**src/rtl/config_pkg.sv**
```systemverilog
// Shared types and constants for the FU sequencer and its port mux.
// FU indices, vector addressing and the fixed-point data word.
package config_pkg;

    localparam int NumFu = 3;
    localparam int D     = 64;
    localparam int DiW   = $clog2(D);

    typedef logic [DiW-1:0]     DI_t;
    typedef logic signed [15:0] fixed_point_t;
    typedef logic [1:0]         fu_op_t;

    localparam fu_op_t FU_RMS    = 2'd0;
    localparam fu_op_t FU_MATMUL = 2'd1;
    localparam fu_op_t FU_ACT    = 2'd2;

    typedef enum logic [2:0] {
        S_IDLE,
        S_LAUNCH,
        S_WAIT_BUSY,
        S_WAIT_DONE,
        S_DONE
    } seq_state_t;

    function automatic logic op_legal(fu_op_t op, int n);
        return int'(op) < n;
    endfunction

endpackage

```
**src/rtl/vector_port_mux.sv**
```systemverilog
// Routes the host or one FU onto the shared vector memory port.
// With no owner selected, address and write enable are held at zero.
module vector_port_mux
    import config_pkg::*;
#(
    parameter int NumFu = config_pkg::NumFu
) (
    input  logic                     host_sel,
    input  logic                     fu_sel,
    input  fu_op_t                   op,
    input  DI_t [NumFu-1:0]          fu_addr,
    input  logic [NumFu-1:0]         fu_w_en,
    input  fixed_point_t [NumFu-1:0] fu_w_data,
    input  DI_t                      host_addr,
    input  logic                     host_w_en,
    input  fixed_point_t             host_w_data,
    output DI_t                      vec_addr,
    output logic                     vec_w_en,
    output fixed_point_t             vec_w_data
);

    always_comb begin
        vec_addr   = '0;
        vec_w_en   = 1'b0;
        vec_w_data = '0;
        if (host_sel) begin
            vec_addr   = host_addr;
            vec_w_en   = host_w_en;
            vec_w_data = host_w_data;
        end else if (fu_sel) begin
            for (int i = 0; i < NumFu; i++) begin
                if (op == fu_op_t'(i)) begin
                    vec_addr   = fu_addr[i];
                    vec_w_en   = fu_w_en[i];
                    vec_w_data = fu_w_data[i];
                end
            end
        end
    end

endmodule

```
**src/rtl/fu_sequencer.sv**
```systemverilog
// Launches one functional unit per command, tracks its busy window
// and arbitrates the shared vector port between host and the active FU.
module fu_sequencer
    import config_pkg::*;
#(
    parameter int NumFu       = config_pkg::NumFu,
    parameter int BusyTimeout = 4
) (
    input  logic                     clk_i,
    input  logic                     rst_i,
    input  logic                     cmd_valid_i,
    input  fu_op_t                   cmd_op_i,
    output logic                     cmd_ready_o,
    output logic                     done_o,
    output logic                     err_o,
    output logic [31:0]              busy_cycles_o,
    input  logic [NumFu-1:0]         fu_ready_i,
    output logic [NumFu-1:0]         fu_start_o,
    input  DI_t [NumFu-1:0]          fu_addr_i,
    input  logic [NumFu-1:0]         fu_w_en_i,
    input  fixed_point_t [NumFu-1:0] fu_w_data_i,
    input  DI_t                      host_addr_i,
    input  logic                     host_w_en_i,
    input  fixed_point_t             host_w_data_i,
    output logic                     host_gnt_o,
    output DI_t                      vec_addr_o,
    output logic                     vec_w_en_o,
    output fixed_point_t             vec_w_data_o,
    input  fixed_point_t             vec_r_data_i,
    output fixed_point_t             fu_r_data_o
);

    localparam int TW = $clog2(BusyTimeout + 1);

    seq_state_t    state_q;
    fu_op_t        op_q;
    logic          err_q;
    logic [31:0]   cnt_q;
    logic [31:0]   cnt_inc;
    logic [TW-1:0] tmo_q;
    logic          sel_ready;
    logic          fu_own;

    always_comb begin
        sel_ready = 1'b0;
        for (int i = 0; i < NumFu; i++) begin
            if (op_q == fu_op_t'(i)) sel_ready = fu_ready_i[i];
        end
    end

    // Start is decoded from state so it can never outlive LAUNCH.
    always_comb begin
        fu_start_o = '0;
        for (int i = 0; i < NumFu; i++) begin
            fu_start_o[i] = (state_q == S_LAUNCH)
                          && (op_q == fu_op_t'(i))
                          && fu_ready_i[i];
        end
    end

    assign cnt_inc = (cnt_q == '1) ? cnt_q : cnt_q + 32'd1;

    always_ff @(posedge clk_i or posedge rst_i) begin
        if (rst_i) begin
            state_q       <= S_IDLE;
            op_q          <= '0;
            err_q         <= 1'b0;
            cnt_q         <= '0;
            tmo_q         <= '0;
            done_o        <= 1'b0;
            err_o         <= 1'b0;
            busy_cycles_o <= '0;
        end else begin
            done_o <= 1'b0;
            err_o  <= 1'b0;
            unique case (state_q)
                S_IDLE: begin
                    if (cmd_valid_i) begin
                        op_q  <= cmd_op_i;
                        cnt_q <= '0;
                        tmo_q <= '0;
                        if (op_legal(cmd_op_i, NumFu)) begin
                            err_q   <= 1'b0;
                            state_q <= S_LAUNCH;
                        end else begin
                            err_q         <= 1'b1;
                            done_o        <= 1'b1;
                            err_o         <= 1'b1;
                            busy_cycles_o <= '0;
                            state_q       <= S_DONE;
                        end
                    end
                end
                S_LAUNCH: begin
                    if (sel_ready) state_q <= S_WAIT_BUSY;
                end
                S_WAIT_BUSY: begin
                    if (!sel_ready) begin
                        state_q <= S_WAIT_DONE;
                    end else if (tmo_q == TW'(BusyTimeout - 1)) begin
                        err_q         <= 1'b1;
                        done_o        <= 1'b1;
                        err_o         <= 1'b1;
                        busy_cycles_o <= cnt_q;
                        state_q       <= S_DONE;
                    end else begin
                        tmo_q <= tmo_q + TW'(1);
                    end
                end
                S_WAIT_DONE: begin
                    cnt_q <= cnt_inc;
                    if (sel_ready) begin
                        done_o        <= 1'b1;
                        err_o         <= err_q;
                        busy_cycles_o <= cnt_inc;
                        state_q       <= S_DONE;
                    end
                end
                S_DONE: begin
                    state_q <= S_IDLE;
                end
                default: begin
                    state_q <= S_IDLE;
                end
            endcase
        end
    end

    assign cmd_ready_o = (state_q == S_IDLE);
    assign host_gnt_o  = (state_q == S_IDLE);
    assign fu_own      = ((state_q == S_LAUNCH)
                       || (state_q == S_WAIT_BUSY)
                       || (state_q == S_WAIT_DONE))
                       && op_legal(op_q, NumFu);
    assign fu_r_data_o = vec_r_data_i;

    vector_port_mux #(
        .NumFu(NumFu)
    ) u_mux (
        .host_sel    (host_gnt_o),
        .fu_sel      (fu_own),
        .op          (op_q),
        .fu_addr     (fu_addr_i),
        .fu_w_en     (fu_w_en_i),
        .fu_w_data   (fu_w_data_i),
        .host_addr   (host_addr_i),
        .host_w_en   (host_w_en_i),
        .host_w_data (host_w_data_i),
        .vec_addr    (vec_addr_o),
        .vec_w_en    (vec_w_en_o),
        .vec_w_data  (vec_w_data_o)
    );

endmodule

```
**config.mk**
```make
export PLATFORM = sky130hd
export DESIGN_NAME = fu_sequencer
export DESIGN_NICKNAME = d
export VERILOG_FILES = /design/src/rtl/config_pkg.sv /design/src/rtl/vector_port_mux.sv /design/src/rtl/fu_sequencer.sv
export SDC_FILE = /design/constraint.sdc
export NUM_CORES = 1
export LEC_CHECK = 0
export BUFFER_PORTS_ARGS = -buffer_cell sky130_fd_sc_hd__buf_2
export CORE_MARGIN = 2
export CORE_UTILIZATION = 45
export DETAILED_ROUTE_END_ITERATION = 8
export GPL_TIMING_DRIVEN = 0
export PLACE_DENSITY = 0.7
export SLEW_MARGIN = 15
export SYNTH_ARGS = -nofsm -noshare
export SYNTH_HDL_FRONTEND = slang
export SYNTH_HIERARCHICAL = 1
export SYNTH_SLANG_ARGS = --single-unit
```
**constraint.sdc**
```tcl
create_clock -name clk_i -period 5.6 [get_ports clk_i]
set_input_delay 0 -clock clk_i [delete_from_list [all_inputs] [get_ports clk_i]]
set_output_delay 0 -clock clk_i [all_outputs]
set_load 0.005 [all_outputs]
```
==> flow_metrics.env, run 1 <==
export IMPL_worst_slew_pin_slew_ps=820
export IMPL_crit_slowest_cell="nor3_1"
export IMPL_cts_root_buf="clkbuf_16"
export IMPL_grt_util_all_layers_pct=29.1
export IMPL_crit_chain="buf_2 > nor3_1 > and2_1 > clkbuf_1 > nor2_1 > buf_2 > o21ai_0 > o31ai_1"
export IMPL_slew_violations=0
export IMPL_place_congestion=0.981
export IMPL_critPathArrivalTime_ps=2920
export IMPL_first_pass_iters=5
export IMPL_placed_cell_area_sq_um=6820
export IMPL_die_h_um=116
export IMPL_yosys_warnings=6
export IMPL_synth_edf_count=0
export IMPL_synth_top_cell_area_share_pct=33.0
export IMPL_ant_nets=0
export IMPL_ios=194
export IMPL_die_w_um=116
export IMPL_fin_cells=1016
export IMPL_cts_clk_slew_worst_paths_ps=60
export IMPL_syn_nets=766
export IMPL_hold_viol=0
export IMPL_relSlewSlack_pct=45.1
export IMPL_critPathLaunchType="flop"
export IMPL_ys_flop_type="dfrtp_1"
export IMPL_grt_antenna_before_repair=0
export IMPL_max_cap_violations=0
export IMPL_async_flop_share_pct=100
export IMPL_drc=0
export IMPL_clkSinkCount=75
export IMPL_die_area_sq_um=13500
export IMPL_synth_top_area_cell="dfrtp_1"
export IMPL_diodes=0
export IMPL_syn_inst=647
export IMPL_cts_tree="built"
export IMPL_drtIter0Drc=392
export IMPL_finish_instance_area_sq_um=7160
export IMPL_grt_pass1_vias=5706
export IMPL_cp_end_kind="flop"
export IMPL_wl_um=19700
export IMPL_rsz0062_at_grt="no"
export IMPL_io_buffer_count=177
export IMPL_final_period_utilization_pct=48.8
export IMPL_hp_class="input pin to flop"
export IMPL_place_inst=997
export IMPL_clkLatencyLatePin_ps=340
export IMPL_p_leak_nw=3.33
export IMPL_cellPowerDensity_nw_per_um2=473
export IMPL_grt_pass1_wl_um=30000
export IMPL_synth_cell_types=65
export IMPL_grt_max_degree=45
export IMPL_syn_avg_cell_area_sq_um=8.79
export IMPL_ys_seq_elements=75
export IMPL_tns_ps=0
export IMPL_start_util_pct=45.6
export IMPL_cp_slowest_stage_delay_ps=480
export IMPL_area_growth_pct=26.0
export IMPL_status="finished, final reports clean"
export IMPL_rows=41
export IMPL_h_tree_depth=3
export IMPL_ys_top_cells_by_area="dfrtp_1, mux2i_1, nand2_1"
export IMPL_overflow=0
export IMPL_hpwl_um=15200
export IMPL_synth_area_sq_um=5680
export IMPL_finalSetupViolCount=0
export IMPL_crit_fanout=10
export IMPL_wire_per_inst_um=19.4
export IMPL_fmax_ghz=0.366
export IMPL_numCtsBuffers=9
export IMPL_crit_top_cell="buf_2"
export IMPL_worst_clock_skew_ps=9.22
export IMPL_via_per_inst=5.77
export IMPL_max_vdd_ir_drop_v=0.000197
export IMPL_post_cts_setup_buffer_count=0
export IMPL_layout_drive_gt1_share_pct=36.7
export IMPL_coreArea_sq_um=12500
export IMPL_final_nets=958
export IMPL_crit_required_ps=5790
export IMPL_cts_buffer_depth=2
export IMPL_seq_area_frac_synth_pct=33.0
export IMPL_num_vias=5865
export IMPL_period_minus_slack_ps=2730
export IMPL_criticalPathCategory="flop to flop"
## placed cells by master (no fill, tap or decap), types with 4 or more instances in the layout
cell type | netlist | layout
a21o_1 | 8 | 8
a21oi_1 | 36 | 36
a221oi_2 | 20 | 20
a31oi_1 | 15 | 15
and3_1 | 12 | 12
and4_1 | 5 | 5
buf_12 | 4 | 4
buf_2 | 20 | 197
buf_4 | 26 | 26
buf_6 | 4 | 4
clkbuf_1 | 14 | 14
clkbuf_16 | 0 | 9
dfrtp_1 | 75 | 75
inv_1 | 9 | 8
mux2i_1 | 48 | 48
nand2_1 | 89 | 89
nand2b_1 | 14 | 14
nand2b_2 | 12 | 12
nand3_1 | 30 | 30
nand4_1 | 17 | 17
nor2_1 | 27 | 27
nor3_1 | 15 | 15
nor4_1 | 9 | 9
o21ai_0 | 41 | 41
o21ai_2 | 11 | 11
o31ai_1 | 11 | 11
xnor2_1 | 5 | 5
xor2_1 | 16 | 16
## cells in the mapped netlist (all sizes together), types with 3 or more instances
master / n
a31oi: 15
nand3: 32
xnor2: 5
inv: 11
nor3: 16
dfrtp: 75
mux2i: 48
a211oi: 3
ha: 3
nand2b: 26
a21oi: 36
o31ai: 11
xor2: 16
clkbuf: 14
o21ai: 52
nor4: 11
and4: 5
buf: 55
nand4: 18
or3: 3
nor2: 30
nand2: 90
a21o: 8
and3: 12
a221oi: 23
## what timing repair did
action	4_1_cts	5_1_grt
resized for setup	0	0
setup endpoints to repair	0	0
hold buffers	3	0
endpoints found under the hold margin	33	0
## power breakdown
part / switching (mW) / internal [mW]
Sequential: 0.0881 / 0.661
Clock: 0.248 / 0.375
Combinational: 1.18 / 0.833
Total: 1.52 / 1.87
## flip-flops by register name, indices dropped and copies added (netlist names)
name / flops
err_q: 1
tmo_q: 3
done_o: 1
op_q: 2
err_o: 1
busy_cycles_o: 32
cnt_q: 32
state_q: 3
## cell families after synthesis
kind of cell    share of synthesized area [%]
simple gates                             23.7
flops                                    33.0
xor+xnor                                 3.24
fa+ha+maj                               0.660
buf+inv                                  9.16
compound gates                           21.6
mux                                      8.65
## area by class of cell
type / instances / area, sq um
Buffer: 69 / 477
Clock buffer: 11 / 253
Clock inverter: 5 / 65.1
Fill cell: 1202 / 5300
Inverter: 11 / 46.3
Multi-Input combinational cell: 492 / 3290
Sequential cell: 75 / 1880
Tap cell: 172 / 215
Timing Repair Buffer: 181 / 943
## per-stage QoR
step / setup slack, ps / util, % / total power, mW / hold WS [ps]
5_1_grt: 2690 / 57.5 / 3.59 / 146
2_1_floorplan: 3440 / - / 2.06 / 80.8
3_3_place_gp: 2670 / 54.4 / 2.69 / 168
6_report: 2870 / 57.5 / 3.39 / 118
4_1_cts: 2890 / 57.5 / 3.37 / 111
3_5_place_dp: 2920 / 54.7 / 2.75 / 42.0
## worst max-delay path, delay by kind of cell, from the launching register on
family	cells	cell delay, ps
buffers and inverters	3	890
DFF	1	360
AOI/OAI and AO/OA	2	310
and+or+nand+nor	3	1020
## path summary, 6_finish.rpt
check / slack (ps) / cells past startpoint / endpoint / from
worst max-delay path: 2870 / 8 / cnt_q[6] / state_q[2]
worst min-delay path: 120 / 4 / op_q[1] / cmd_valid_i
worst max register to register: 2870 / 8 / cnt_q[6] / state_q[2]
worst min register to register: 470 / 2 / busy_cycles_o[0] / busy_cycles_o[0]
max in group asynchronous: 4820 / 4 / cnt_q[2] / rst_i
min in group asynchronous: 210 / 3 / tmo_q[0] / rst_i
## metal layers
layer / part of all wire [%] / routed length [um] / track usage, % / vias to the layer above
li1: - / - / - / 2740
met2: 47 / 9240 / 47.9 / 259
met5: 0 / 0 / 0 / -
met3: 7.8 / 1540 / 6.33 / 54
met4: 5.0 / 996 / 15.4 / 0
met1: 40 / 7970 / 35.9 / 2812
(Power assumes the default switching activity.)
==> inputs of run 2 (changes only) <==
- PLACE_DENSITY: 0.7 -> 0.73
- clock period: 5.6 -> 2.5 ns (I/O delays scaled with it)
==> flow_metrics.env, run 2 (synthesized netlist as in run 1, its figures left out) <==
export IMPL_cts_root_buf="clkbuf_16"
export IMPL_finish_instance_area_sq_um=7200
export IMPL_cp_depth=8
export IMPL_top_regs="busy_cycles_o: 32 flops, cnt_q: 32 flops"
export IMPL_fmax_ghz=0.422
export IMPL_drc=0
export IMPL_grt_max_degree=52
export IMPL_final_core_util_pct=57.8
export IMPL_cp_endpoint="busy_cycles_o[21]"
export IMPL_combPwrFrac_pct=59.4
export IMPL_hp_class="input pin to flop"
export IMPL_relSlewSlack_pct=54.6
export IMPL_overflow=0
export IMPL_wl_um=18300
export IMPL_rows=41
export IMPL_worst_clock_skew_ps=12.3
export IMPL_critPathLaunchType="flop"
export IMPL_intPower_mw=4.18
export IMPL_worst_path_dominant_cell_family="simple AND/OR/NAND/NOR gates"
export IMPL_clockPowerShare_pct=18.2
export IMPL_cts_clk_slew_worst_paths_ps=60
export IMPL_rrSetupSlack_ps=130
export IMPL_cp_slowest_stage_delay_ps=430
export IMPL_grt_pass1_wl_um=28200
export IMPL_ios=194
export IMPL_cts_tree="built"
export IMPL_grt_antenna_before_repair=0
export IMPL_regToRegStartpoint="cnt_q[30]"
export IMPL_first_pass_iters=5
export IMPL_layout_drive_gt1_share_pct=38.4
export IMPL_critPathArrivalTime_ps=2610
export IMPL_max_cap_violations=0
export IMPL_finalSetupViolCount=0
export IMPL_slew_violations=0
export IMPL_final_nets=957
export IMPL_num_vias=5714
export IMPL_swShare_pct=44.1
export IMPL_numCtsBuffers=9
export IMPL_status="finished, final reports clean"
export IMPL_max_vdd_ir_drop_v=0.000431
export IMPL_worst_path_buf_inv=2
export IMPL_io_buffer_count=177
export IMPL_final_common_cell="buf_2"
export IMPL_die_h_um=116
export IMPL_coreArea_sq_um=12500
export IMPL_rsz0062_at_grt="no"
export IMPL_die_area_sq_um=13500
export IMPL_hpwl_um=14000
export IMPL_place_inst=997
export IMPL_hold_viol=0
export IMPL_crit_fanout=10
export IMPL_layout_common_cells="buf_2, nand2_1, dfrtp_1"
export IMPL_p_seq_share_pct=22.4
export IMPL_grt_util_all_layers_pct=27.0
export IMPL_drtIter0Drc=392
export IMPL_cellPowerDensity_nw_per_um2=1040
export IMPL_hold_path_depth=4
export IMPL_hold_slack_ps=71.1
export IMPL_placed_cell_area_sq_um=6820
export IMPL_grt_pass1_vias=5273
export IMPL_h_tree_depth=3
export IMPL_die_w_um=116
export IMPL_start_util_pct=45.6
export IMPL_via_per_inst=5.63
export IMPL_r2r_end="busy_cycles_o[21]"
export IMPL_fin_cells=1015
export IMPL_cp_startpoint="cnt_q[30]"
export IMPL_criticalPathCategory="flop to flop"
export IMPL_cts_buffer_depth=2
export IMPL_period_minus_slack_ps=2370
export IMPL_wire_per_inst_um=18.0
export IMPL_crit_slowest_cell="nor3_2"
export IMPL_final_period_utilization_pct=94.8
export IMPL_crit_required_ps=2730
export IMPL_area_growth_pct=26.7
export IMPL_worst_slew_pin_slew_ps=681
export IMPL_p_switching_mw=3.30
export IMPL_clkLatencyLatePin_ps=350
export IMPL_cp_end_kind="flop"
export IMPL_r2r_cells=8
export IMPL_ant_nets=0
export IMPL_place_congestion=0.996
export IMPL_clkSinkCount=75
export IMPL_diodes=0
export IMPL_p_leak_nw=3.35
export IMPL_crit_chain="clkbuf_1 > nand3_1 > nor3_2 > a31oi_1 > buf_2 > nand2_1 > xor2_1 > o21ai_2"
## run 2: cell type report
type	instances	area, sq um
clock inverter	6	71.3
clock buffer	10	239
sequential	75	1880
timing repair buffer	181	943
inverter	11	46.3
multi-input combinational	492	3330
tap	172	215
fill	1197	5260
buffer	68	478
## run 2: worst register-to-register path, delay by kind of cell, from the launching register on
kind            cells  cell delay (ps)
buf+inv             2              580
xor+xnor            1              250
flops               1              320
simple gates        3              750
compound gates      2              370
## run 2: through the flow
stage	setup TNS (ps)	total power [mW]	setup slack, ps
floorplan	0	4.62	335
global placement	-27810	6.02	-372
detailed placement	-184	6.07	-54.7
CTS	-10.2	7.48	-10.2
global route	0	7.97	3.58
finish	0	7.47	129
## run 2: worst min path at each step
stage	startpoint	slack [ps]	end
finish	cmd_valid_i	70	op_q[1]
global route	cmd_valid_i	90	op_q[1]
CTS	cmd_valid_i	70	op_q[1]
detailed placement	rst_i	4	busy_cycles_o[13]
global placement	vec_r_data_i[1]	170	fu_r_data_o[1]
floorplan	vec_r_data_i[0]	80	fu_r_data_o[0]
## run 2: repair_timing
action,in CTS,in global routing
endpoints found under the hold margin,77,0
setup endpoints to repair,17,49
hold buffers,3,0
setup buffers,0,0
gates resized for setup,4,14
## run 2: metal layers
| layer | global-route usage [%] | vias to the layer above | share of wire, % |
|---|---|---|---|
| li1 | - | 2733 | - |
| met1 | 34.6 | 2669 | 40 |
| met2 | 45.2 | 273 | 47 |
| met3 | 5.50 | 39 | 9.1 |
| met4 | 10.0 | 0 | 2.9 |
| met5 | 0 | - | 0 |
## run 2: power groups by stage
stage                     clock network (mW)  logic (mW)  registers [mW]
after detailed placement                   0        4.38            1.69
after global placement                     0        4.34            1.68
after global routing                    1.43        4.82            1.72
final                                   1.36        4.44            1.67
after CTS                               1.38        4.43            1.67
after floorplan                            0        2.95            1.67
==> inputs of run 3 (changes only) <==
- clock period: 2.5 -> 2.04 ns (I/O delays scaled with it)
==> flow_metrics.env, run 3 (synthesized netlist as in run 1, its figures left out) <==
export IMPL_clockPowerShare_pct=15.5
export IMPL_cellPowerDensity_nw_per_um2=1300
export IMPL_area_growth_pct=41.7
export IMPL_top_regs="busy_cycles_o: 32 flops, cnt_q: 32 flops"
export IMPL_numCtsBuffers=9
export IMPL_first_pass_iters=6
export IMPL_ios=194
export IMPL_die_w_um=116
export IMPL_period_minus_slack_ps=2240
export IMPL_hpwl_um=13700
export IMPL_tns_ps=-5250
export IMPL_hold_path_depth=4
export IMPL_swShare_pct=43.0
export IMPL_cts_root_buf="clkbuf_16"
export IMPL_coreArea_sq_um=12500
export IMPL_dr_wl_met2_um=9200
export IMPL_r2r_cells=10
export IMPL_hold_viol=0
export IMPL_drtIter0Drc=598
export IMPL_rsz0062_at_grt="yes"
export IMPL_top_layer_used="met4"
export IMPL_wl_um=19500
export IMPL_combPwrFrac_pct=64.2
export IMPL_worst_clock_skew_ps=6.66
export IMPL_io_buffer_count=177
export IMPL_hold_slack_ps=97.1
export IMPL_ant_nets=0
export IMPL_layout_common_cells="buf_2, nand2_1, dfrtp_1"
export IMPL_r2r_end="busy_cycles_o[30]"
export IMPL_drc=0
export IMPL_grt_util_all_layers_pct=27.9
export IMPL_timing_final_ws_setup_ps=-195
export IMPL_layout_drive_gt1_share_pct=48.6
export IMPL_min_to="op_q[1]"
export IMPL_wl_met3_um=1670
export IMPL_violations="negative setup slack"
export IMPL_final_nets=989
export IMPL_finish_instance_area_sq_um=8050
export IMPL_final_period_utilization_pct=110
export IMPL_critPathLaunchType="flop"
export IMPL_regToRegStartpoint="tmo_q[1]"
export IMPL_status="finished, violations left"
export IMPL_intPower_mw=5.97
export IMPL_grt_pass1_vias=5635
export IMPL_grt_pass1_wl_um=29600
export IMPL_p_seq_share_pct=20.2
export IMPL_die_h_um=116
export IMPL_clkSinkCount=75
export IMPL_min_from="cmd_valid_i"
export IMPL_p_leak_nw=3.74
export IMPL_wire_per_inst_um=18.6
export IMPL_p_switching_mw=4.50
export IMPL_criticalPathCategory="flop to flop"
export IMPL_grt_max_degree=42
export IMPL_clkLatencyLatePin_ps=340
export IMPL_worst_slew_pin_slew_ps=604
export IMPL_slew_violations=0
export IMPL_grt_antenna_before_repair=0
export IMPL_final_common_cell="buf_2"
export IMPL_rows=41
export IMPL_finalSetupViolCount=36
export IMPL_rrSetupSlack_ps=-200
export IMPL_max_cap_violations=0
export IMPL_h_tree_depth=3
export IMPL_hp_class="input pin to flop"
export IMPL_fmax_ghz=0.447
export IMPL_crit_fanout=5
export IMPL_cts_tree="built"
export IMPL_critPathArrivalTime_ps=2500
export IMPL_crit_required_ps=2300
export IMPL_cp_end_kind="flop"
export IMPL_max_vdd_ir_drop_v=0.000844
export IMPL_overflow=0
export IMPL_num_vias=6157
export IMPL_drt_met1_wl_um=7930
export IMPL_relSlewSlack_pct=59.7
export IMPL_start_util_pct=45.6
export IMPL_cts_buffer_depth=2
export IMPL_die_area_sq_um=13500
export IMPL_diodes=0
export IMPL_via_per_inst=5.89
export IMPL_place_congestion=0.984
export IMPL_placed_cell_area_sq_um=6830
export IMPL_cts_clk_slew_worst_paths_ps=60
-- run 3: changes by cell type in the layout (fill, tap and decap cells not counted), sizes merged --
cell / change
buf: +36
clkbuf: -4
inv: -2
nand2: +1
-- run 3: power by group through the flow --
stage / clock, mW / sequential (mW) / combinational (mW)
after CTS: 1.63 / 2.06 / 6.10
after global placement: 0 / 2.07 / 5.29
final: 1.63 / 2.12 / 6.72
after floorplan: 0 / 2.05 / 3.63
after global routing: 1.69 / 2.16 / 7.19
after detailed placement: 0 / 2.07 / 5.37
-- run 3: worst max path at each step --
stage / start / end / slack, ps / cells after the start
after floorplan: tmo_q[1] / busy_cycles_o[15] / -10 / 10
after global placement: rst_i / cnt_q[29] / -810 / 2
after detailed placement: state_q[2] / cnt_q[6] / -680 / 8
after CTS: tmo_q[0] / busy_cycles_o[20] / -190 / 10
after global routing: tmo_q[1] / busy_cycles_o[30] / -250 / 10
final: tmo_q[1] / busy_cycles_o[30] / -200 / 10
-- run 3: metal layers --
layer / vias to the layer above / GRT usage [%]
li1: 2801 / -
met1: 2966 / 37.7
met2: 320 / 45.5
met3: 70 / 4.46
met4: 0 / 10.0
met5: - / 0
-- run 3: metrics by stage --
| stage | util [%] | instances | power (mW) | setup slack (ps) |
|---|---|---|---|---|
| 4_1_cts | 60.8 | 1030 | 9.79 | -189 |
| 3_5_place_dp | 54.8 | 997 | 7.45 | -678 |
| 6_report | 64.6 | 1046 | 10.5 | -195 |
| 3_3_place_gp | 54.6 | 996 | 7.36 | -807 |
| 5_1_grt | 64.6 | 1046 | 11.0 | -248 |
| 2_1_floorplan | - | 647 | 5.67 | -11.8 |
-- run 3: layout make-up --
| cell class | instances | area [sq um] |
|---|---|---|
| Buffer | 59 | 548 |
| Clock buffer | 11 | 253 |
| Inverter | 11 | 51.3 |
| Multi-Input combinational cell | 493 | 3740 |
| Timing Repair Buffer | 221 | 1320 |
| Clock inverter | 4 | 50.0 |
| Sequential cell | 75 | 1880 |
| Fill cell | 1044 | 4410 |
| Tap cell | 172 | 215 |
-- run 3: worst max-delay path, stage by stage, from the launching register on --
cell     delay [ps]
dfrtp_1         380
ha_2            210
ha_4            160
or4_4           480
a32oi_1         190
a211o_1         190
buf_8           150
buf_12          140
buf_6           120
nand2_2          50
o21ai_1          80
-- run 3: what timing repair did --
| action | CTS | global route |
|---|---|---|
| resized for setup | 73 | 98 |
| pin swaps | 12 | 17 |
| setup endpoints to repair | 96 | 87 |
| endpoints found under the hold margin | 36 | 0 |
| cloned | 4 | 5 |
| hold buffers | 3 | 0 |
| buffers inserted | 16 | 18 |
